[src/rtl/serial_subtractor.sv]
// Bit-serial subtractor: computes a - b - borrow_in LSB first, one bit per clock.
// Define SERIAL_SUB_OVF_EN to add the signed-overflow output ovf.
module serial_subtractor #(
  parameter int unsigned WIDTH = 4
) (
  input  logic             clk,
  input  logic             rst,
  input  logic             start,
  input  logic [WIDTH-1:0] a,
  input  logic [WIDTH-1:0] b,
  input  logic             borrow_in,
  output logic             ready,
  output logic             busy,
  output logic             valid,
  output logic [WIDTH-1:0] diff,
  output logic             borrow_out
`ifdef SERIAL_SUB_OVF_EN
  ,
  output logic             ovf
`endif
);

  localparam int unsigned CntW = $clog2(WIDTH + 1);
  localparam logic [CntW-1:0] LastCnt = CntW'(WIDTH - 1);

  typedef enum logic [1:0] {
    StIdle,
    StSub,
    StDone
  } state_e;

  state_e           state_q, state_d;
  logic [WIDTH-1:0] a_q, a_d;
  logic [WIDTH-1:0] b_q, b_d;
  logic [WIDTH-1:0] res_q, res_d;
  logic [WIDTH-1:0] diff_q, diff_d;
  logic             br_q, br_d;
  logic             bo_q, bo_d;
  logic [CntW-1:0]  cnt_q, cnt_d;
`ifdef SERIAL_SUB_OVF_EN
  logic             ovf_q, ovf_d;
`endif

  logic bit_diff;
  logic bit_borrow;

  // Full-subtractor slice on the current LSBs of the operand shift registers.
  always_comb begin
    bit_diff   = a_q[0] ^ b_q[0] ^ br_q;
    bit_borrow = (~a_q[0] & b_q[0]) | (~a_q[0] & br_q) | (b_q[0] & br_q);
  end

  always_comb begin
    state_d = state_q;
    a_d     = a_q;
    b_d     = b_q;
    res_d   = res_q;
    diff_d  = diff_q;
    br_d    = br_q;
    bo_d    = bo_q;
    cnt_d   = cnt_q;
`ifdef SERIAL_SUB_OVF_EN
    ovf_d   = ovf_q;
`endif

    unique case (state_q)
      StIdle: begin
        if (start) begin
          state_d = StSub;
          a_d     = a;
          b_d     = b;
          br_d    = borrow_in;
          cnt_d   = '0;
          res_d   = '0;
        end
      end
      StSub: begin
        a_d   = a_q >> 1;
        b_d   = b_q >> 1;
        res_d = {bit_diff, res_q[WIDTH-1:1]};
        br_d  = bit_borrow;
        cnt_d = cnt_q + CntW'(1);
        if (cnt_q == LastCnt) begin
          state_d = StDone;
          diff_d  = {bit_diff, res_q[WIDTH-1:1]};
          bo_d    = bit_borrow;
`ifdef SERIAL_SUB_OVF_EN
          // Signed overflow: borrow into the MSB differs from borrow out of it.
          ovf_d   = br_q ^ bit_borrow;
`endif
        end
      end
      StDone: begin
        state_d = StIdle;
      end
      default: begin
        state_d = StIdle;
      end
    endcase
  end

  always_ff @(posedge clk) begin
    if (rst) begin
      state_q <= StIdle;
      a_q     <= '0;
      b_q     <= '0;
      res_q   <= '0;
      diff_q  <= '0;
      br_q    <= 1'b0;
      bo_q    <= 1'b0;
      cnt_q   <= '0;
`ifdef SERIAL_SUB_OVF_EN
      ovf_q   <= 1'b0;
`endif
    end else begin
      state_q <= state_d;
      a_q     <= a_d;
      b_q     <= b_d;
      res_q   <= res_d;
      diff_q  <= diff_d;
      br_q    <= br_d;
      bo_q    <= bo_d;
      cnt_q   <= cnt_d;
`ifdef SERIAL_SUB_OVF_EN
      ovf_q   <= ovf_d;
`endif
    end
  end

  always_comb begin
    ready      = (state_q == StIdle);
    busy       = (state_q == StSub);
    valid      = (state_q == StDone);
    diff       = diff_q;
    borrow_out = bo_q;
`ifdef SERIAL_SUB_OVF_EN
    ovf        = ovf_q;
`endif
  end

endmodule

[config.mk]
export PLATFORM = sky130hd
export DESIGN_NAME = serial_subtractor
export DESIGN_NICKNAME = d
export VERILOG_FILES = /design/src/rtl/serial_subtractor.sv
export SDC_FILE = /design/constraint.sdc
export NUM_CORES = 1
export LEC_CHECK = 0
export BUFFER_PORTS_ARGS = -buffer_cell sky130_fd_sc_hd__buf_2
export CORE_AREA = 2 2 52 42
export DETAILED_ROUTE_END_ITERATION = 10
export DIE_AREA = 0 0 54 44
export HOLD_SLACK_MARGIN = 0.12
export PLACE_DENSITY = 0.85
export SETUP_SLACK_MARGIN = 0.05
export SLEW_MARGIN = 5
export SYNTH_ARGS = -nofsm -noshare
export SYNTH_HDL_FRONTEND = slang
export SYNTH_SLANG_ARGS = --single-unit
[constraint.sdc]
create_clock -name clk -period 3.2 [get_ports clk]
set_input_delay 0.64 -clock clk [delete_from_list [all_inputs] [get_ports clk]]
set_output_delay 0.64 -clock clk [all_outputs]
set_load 0.01 [all_outputs]
=== Word level (Yosys, flattened, before mapping) ===
Index checks and enable logic that the tools add are counted.

* Register bits after elaboration: 23

* Add/subtract/negate cells: 1
* Equal/unequal tests: 5
* Multiplexer cells: 13
* Bitwise gates (word level): 8
* Reduce and logical (&&, ||, !) cells: 5

{| class="wikitable"
|+ Operator list
! kind !! number
|-
| 4-bit case mux with 2 select lines || 3
|-
| 4-bit 2-to-1 mux || 3
|-
| 3-bit case mux with 2 select lines || 1
|-
| 2-bit AND reduction || 3
|-
| 2-bit 2-to-1 mux || 2
|-
| 2-bit case mux with 2 select lines || 1
|-
| 3-bit by 1-bit adder with 3-bit output (second input constant) || 1
|-
| 1-bit AND || 3
|-
| 3-bit by 2-bit equality test with 1-bit output (second input constant) || 1
|-
| 3-bit 2-to-1 mux || 1
|-
| 2-bit by 1-bit equality test with 1-bit output (second input constant) || 1
|-
| 2-bit equality test (second input constant) || 1
|-
| 2-bit zero test || 1
|-
| 2-bit by 1-bit inequality test with 1-bit output (second input constant) || 1
|-
| 2-bit inequality test (second input constant) || 1
|-
| 1-bit bitwise OR || 2
|-
| 1-bit case mux with 2 select lines || 1
|-
| 2-bit nonzero test || 1
|-
| 1-bit XOR || 2
|-
| 1-bit 2-to-1 mux || 1
|-
| 1-bit NOT || 1
|}

=== Longest topological paths before layout ===
Gate-level depths: netlist (run 1).

* Depth in word-level cells: 5
* Mapped depth: 6
* Gate-level depth less buffers: 5

=== Worst setup path before layout (run 1) ===
OpenSTA, ideal clock, no wires.

* Kind: flip-flop to output port
* Start: register state_q[1]
* End: output port valid
* Data arrival time: 712 ps
* Required time: 2,560 ps
* Path slack: 1,848 ps
* Stages on the path, launching flop included: 4
* Buffers on the path: 1
* Cells stage by stage: dfxtp_1 > buf_6 > inv_1 > nor2_1

* Longest elaborated chain between the ends: 1

{| class="wikitable"
|+ Ends and longest elaborated chain
! what !! RTL line !! source
|-
| start: declaration || 32 || <nowiki>state_e state_q, state_d;</nowiki>
|-
| start signal: assignment || 104 || <nowiki>state_q <= StIdle;</nowiki>
|-
| start signal: assignment || 116 || <nowiki>state_q <= state_d;</nowiki>
|-
| 2-bit equality test || 133 || <nowiki>valid = (state_q == StDone);</nowiki>
|-
| end: declaration || 14 || <nowiki>output logic valid,</nowiki>
|}

Every way passes these cells.

=== Worst setup path in the final report (run 1) ===
* Start: register state_q[1]
* End: output port busy

* Longest elaborated chain between the ends: 1

{| class="wikitable"
|+ Ends and longest elaborated chain
! what !! RTL line !! source
|-
| 2-bit by 1-bit equality test with 1-bit output || 132 || <nowiki>busy = (state_q == StSub);</nowiki>
|-
| end: declaration || 13 || <nowiki>output logic busy,</nowiki>
|}

Every way passes these cells.

==> results_dict.tcl, run 1 <==
set metrics [dict create \
    crit_arrival_ps 1410 \
    reg2reg_to "borrow_out" \
    hold_slack_ps 464 \
    ys.flop_type "dfxtp_1" \
    die_h_um 44 \
    setup-tns-final_ps 0 \
    max_freq_mhz 487 \
    total_power_mw 0.580 \
    drv_cap 0 \
    yosysSeqAreaShare_pct 44.2 \
    fin_crit_ps 2050 \
    postCtsHoldBufs 0 \
    status "completed" \
    grt-ovfl-total 0 \
    cts_tree "built" \
    wl_mm 2.07 \
    power_leakage_nw 0.466 \
    r2r_slack_ps 1690 \
    rows 14 \
    drive_gt1_share_pct 29.2 \
    required_ps 2560 \
    r2r-start "cnt_q[0]" \
    globalplace.congestion 0.786 \
    cts_root_buf "clkbuf_4" \
    fp.coreArea_sq_mm 0.00189 \
    antenna_found_initial 0 \
    rsz0062_at_grt "false" \
    synth_area_leaders "dfxtp_1 (44%), nor2_1 (6.0%), a21oi_1 (4.5%)" \
    critPathMaxFanout 13 \
    worst_setup_path_end_kind "output port" \
    layout.nets 136 \
    critPathKind "register to output port" \
    initial_core_util_pct 52.7 \
    min_path_type "register to register" \
    ys.warnings.count 0 \
    ys_ff_latch 22 \
    hold-path-cell-count 2 \
    start_kind "register" \
    p_per_area_mw_per_mm2 523 \
    clock_power_share_pct 36.6 \
    vdd_drop_max_uv 454 \
    finalCritPeriodShare_pct 64.2 \
    drc 0 \
    tightest_slew_ps 464 \
    track_usage_pct 18.9 \
    synth-async-reset-ratio_pct 0 \
    synth_area_per_cell_sq_um 9.68 \
    ant_nets 0 \
    syn_nets 118 \
    ioPinCount 20 \
    vias 816 \
    synth_top_cell_by_area "dfxtp_1" \
    synth_cell_types 29 \
    grt_pass1_vias 704 \
    p_sw_share_pct 23.3 \
    syn_inst 103 \
    power_frac_comb_pct 11.8 \
    drt-pass1-iter-count 4 \
    post-dp-hpwl_mm 1.44 \
    synth_top_cell_area_share_pct 44.2 \
    cts_sinks 22 \
    vias_per_cell 5.67 \
    placed_cells 140 \
    p_int_mw 0.445 \
    switching_power_mw 0.135 \
    cts_resized 0 \
    hold_violations 0 \
    io_buffers 19 \
    synth_edf_count 0 \
    syn_area_sq_um 997 \
    clockBufferDepth 2 \
    max_slew_margin_pct 69.0 \
    holdCritStartpoint "diff[2]" \
    htreeDepth 1 \
    wl_per_cell_um 14.4 \
    grt_pass1_wl_mm 3.13 \
    fin_cells 144 \
    path_clk_slew_ps 120 \
    setup_viol 0 \
    cts_buffers 3 \
    power_frac_seq_pct 51.5 \
    dieArea_sq_mm 0.00238 \
    drtIter0Drc 25 \
    num_antenna_cells 0 \
    insertion_delay_ps 310 \
    finClkSkew_ps 1.41 \
    grt_max_degree 23 \
    die_w_um 54 \
    syn2layout_area_growth_pct 11.3 \
    ff2ff_path_depth 5 \
    hold_end "diff[2]" \
    cts_setup_buffers 0 \
    slew_viol_final 0 \
]
-- state kept, by name (all words and copies together), names as in the netlist --
register	cells
cnt_q	3
diff	4
b_q	4
borrow_out	1
res_q	3
br_q	1
state_q	2
a_q	4
-- power groups by stage --
stage	logic (mW)	clock network, mW	registers [mW]
2_1_floorplan	0.0580	0	0.299
3_3_place_gp	0.0654	0	0.304
3_5_place_dp	0.0680	0	0.304
4_1_cts	0.0688	0.214	0.299
5_1_grt	0.0763	0.225	0.301
6_report	0.0687	0.212	0.299
-- cells by family (layout without fill, tap and decap cells) --
logic type | Yosys count | in the layout | synth area share (%)
AOI/OAI and AO/OA | 32 | 32 | 24.5
and+or+nand+nor | 29 | 29 | 14.7
DFF | 22 | 22 | 44.2
buffers and inverters | 15 | 32 | 10.2
adders and majority gates | 3 | 3 | 4.52
muxes | 2 | 2 | 2.01
-- area by class of cell --
class	count	area (sq um)
timing repair buffer	19	95.1
sequential	22	440
tap	24	30.0
inverter	9	36.3
multi-input combinational	66	455
fill	172	782
clock inverter	1	30.0
clock buffer	3	22.5
-- per-layer routing --
layer	global-route usage [%]	up-vias	wire, um
li1	-	400	-
met1	24.8	385	955
met2	30.0	29	970
met3	6.55	2	135
met4	4.50	0	6
met5	0	-	0
-- through the flow --
stage	util, %	cell area [sq um]	setup WS (ps)
3_5_place_dp	55.9	1060	1510
6_report	58.7	1110	1150
2_1_floorplan	-	997	1850
5_1_grt	58.7	1110	1070
4_1_cts	58.7	1110	1150
3_3_place_gp	55.9	1060	1570
-- layout by cell type (no fill, tap or decap), types with 4 or more instances in the layout --
| cell | n |
|---|---|
| a21oi_1 | 9 |
| buf_2 | 19 |
| dfxtp_1 | 22 |
| inv_1 | 8 |
| nand2_1 | 4 |
| nor2_1 | 16 |
| o221a_2 | 4 |
-- worst max path at each step --
stage / from / end / slack [ps] / cells past startpoint
floorplan: state_q[1] / valid / 1850 / 3
detailed placement: state_q[1] / busy / 1510 / 3
finish: state_q[1] / busy / 1150 / 3
global route: state_q[1] / busy / 1070 / 3
CTS: state_q[1] / busy / 1150 / 3
global placement: state_q[1] / busy / 1570 / 3
-- worst max-delay path, cell delays in order, from the launching register on --
cell and delay (ps):
dfxtp_1 600, nand2b_4 270, inv_4 90, buf_2 150
-- synthesized netlist by cell type (all sizes together) (2+ instances only) --
library cell / instances
a32oi: 2
nand2: 4
mux2i: 2
a22oi: 3
a2bb2oi: 2
clkbuf: 3
nand2b: 2
nand3: 3
buf: 3
a211oi: 3
nor2: 17
o221a: 4
inv: 9
a21oi: 10
o21ai: 2
dfxtp: 22
o22ai: 3
or3b: 2
ha: 2
Power figures use the tool's default switching activity.
==> inputs of run 2 (changes only) <==
--- a/config.mk
+++ b/config.mk
@@ -6,11 +6,11 @@
 export NUM_CORES = 1
 export LEC_CHECK = 0
 export BUFFER_PORTS_ARGS = -buffer_cell sky130_fd_sc_hd__buf_2
-export CORE_AREA = 2 2 52 42
+export CORE_AREA = 2 2 57 45
 export DETAILED_ROUTE_END_ITERATION = 10
-export DIE_AREA = 0 0 54 44
+export DIE_AREA = 0 0 59 47
 export HOLD_SLACK_MARGIN = 0.12
-export PLACE_DENSITY = 0.85
+export PLACE_DENSITY = 0.77
 export SETUP_SLACK_MARGIN = 0.05
 export SLEW_MARGIN = 5
 export SYNTH_ARGS = -nofsm -noshare
==> constraint.sdc (replaced) <==
create_clock -name clk -period 1.8 [get_ports clk]
set_input_delay 0.36 -clock clk [delete_from_list [all_inputs] [get_ports clk]]
set_output_delay 0.36 -clock clk [all_outputs]
set_load 0.01 [all_outputs]
==> run 2 against run 1 <==
Clock power grew 5%. Final cell count is the same. Cell area shrank 2.4%. Worst hold slack lost 150 ps. Clock skew grew 0.65 ps. Core utilization shrank 9.7 points. Setup slack lost 930 ps. Critical path type unchanged. Critical endpoint unchanged. Highest routed layer unchanged.
==> results_dict.tcl, run 2 (synthesis gave the netlist of run 1 again) <==
set metrics [dict create \
    critical_path.max_stage_delay_ps 480 \
    vias_per_cell 5.41 \
    ant_nets 0 \
    insertion_delay_ps 300 \
    wl_per_cell_um 13.5 \
    rows 15 \
    power_leakage_nw 0.452 \
    postCtsHoldBufs 0 \
    layout.nets 136 \
    slowest_stage "dfxtp_2" \
    grt_busiest_layer "met1" \
    cts_sinks 22 \
    grt_pass1_vias 631 \
    cts_tree "built" \
    worst_setup_path_end_kind "output port" \
    drc 0 \
    post-dp-hpwl_mm 1.40 \
    p_per_area_mw_per_mm2 807 \
    r2r_slack_ps 380 \
    vias 779 \
    use_met1_pct 22.1 \
    path_cells "nand2b_4 -> inv_4 -> buf_2" \
    crit_path_start "state_q[1]" \
    met2_usage_pct 21.3 \
    antenna_found_initial 0 \
    syn2layout_area_growth_pct 8.66 \
    fin_crit_ps 1590 \
    path_depth 3 \
    layout_common_cells "dfxtp_1 (20), buf_2 (19), nor2_1 (16), a21oi_1 (9), inv_1 (8)" \
    cts_setup_buffers 0 \
    io_buffers 19 \
    place_area_sq_mm 0.00106 \
    die_w_um 59 \
    rsz0062_at_grt "false" \
    crit_arrival_ps 1230 \
    fillers 224 \
    cp_top_family "flip-flops" \
    num_antenna_cells 0 \
    critPathKind "register to output port" \
    status "completed" \
    cts_buffers 3 \
    crit_end "busy" \
    slew_viol_final 0 \
    drive_gt1_share_pct 30.3 \
    max_freq_mhz 630 \
    grt_pass1_wl_mm 3.04 \
    required_ps 1440 \
    globalplace.congestion 0.848 \
    finalCritPeriodShare_pct 88.2 \
    cts_root_buf "clkbuf_4" \
    use_met3_pct 5.79 \
    hold_violations 0 \
    max_slew_margin_pct 72.4 \
    grt_max_degree 23 \
    setup-tns-final_ps 0 \
    htreeDepth 1 \
    critPathMaxFanout 13 \
    drtIter0Drc 54 \
    fin_area_sq_mm 0.00108 \
    reg2reg_to "borrow_out" \
    ff2ff_path_depth 5 \
    clockBufferDepth 2 \
    drv_cap 0 \
    dieArea_sq_mm 0.00277 \
    mostFrequentLayoutCell "dfxtp_1" \
    setup_viol 0 \
    r2r-start "cnt_q[0]" \
    ioPinCount 20 \
    fp.coreArea_sq_mm 0.00221 \
    start_kind "register" \
    path_clk_slew_ps 110 \
    min_path_type "primary input to register" \
    grt-ovfl-total 0 \
    tightest_slew_ps 413 \
    track_usage_pct 15.1 \
    crit_buf_inv 2 \
    wl_mm 1.94 \
    vdd_drop_max_uv 350 \
    die_h_um 47 \
    drt-pass1-iter-count 4 \
    finClkSkew_ps 2.06 \
    initial_core_util_pct 45.0 \
]
run 2: layer usage:
metal	wire length (um)	vias up
li1	-	401
met1	1020	359
met3	103	2
met4	13	0
met2	801	17
met5	0	-
run 2: repair_timing:
item / CTS / global route
resized for setup: 1 / 1
pin swaps: 0 / 0
endpoints found under the setup margin: 1 / 1
run 2: stage by stage:
stage                     power [mW]  cells  setup WS, ps  hold WS (ps)  utilization, %
after floorplan                0.635    103           521           441               -
after global placement         0.658    141           429           447            47.8
after detailed placement       0.663    141           396           446            47.8
after CTS                      0.888    144          59.9           302            48.9
after global routing           0.923    144           129           288            48.9
final                          0.874    144           212           312            48.9
run 2: area by class of cell:
class	instances	area [sq um]	share of cell area, %
Tap cell	25	31.3	2.89
Inverter	9	36.3	3.35
Multi-Input combinational cell	66	455	42.0
Sequential cell	22	443	40.9
Clock buffer	3	22.5	2.08
Timing Repair Buffer	19	95.1	8.78
run 2: how the worst min path moves through the flow:
stage                     startpoint  slack [ps]      end  cells after the start
after floorplan             res_q[1]         440  diff[0]                      2
after global placement       diff[1]         450  diff[1]                      2
after detailed placement     diff[0]         450  diff[0]                      2
after CTS                  borrow_in         300     br_q                      2
after global routing       borrow_in         290     br_q                      2
final                      borrow_in         310     br_q                      2
run 2: where the power goes:
group | internal (mW) | switching, mW
Clock | 0.0781 | 0.143
Sequential | 0.510 | 0.0218
Combinational | 0.0558 | 0.0649
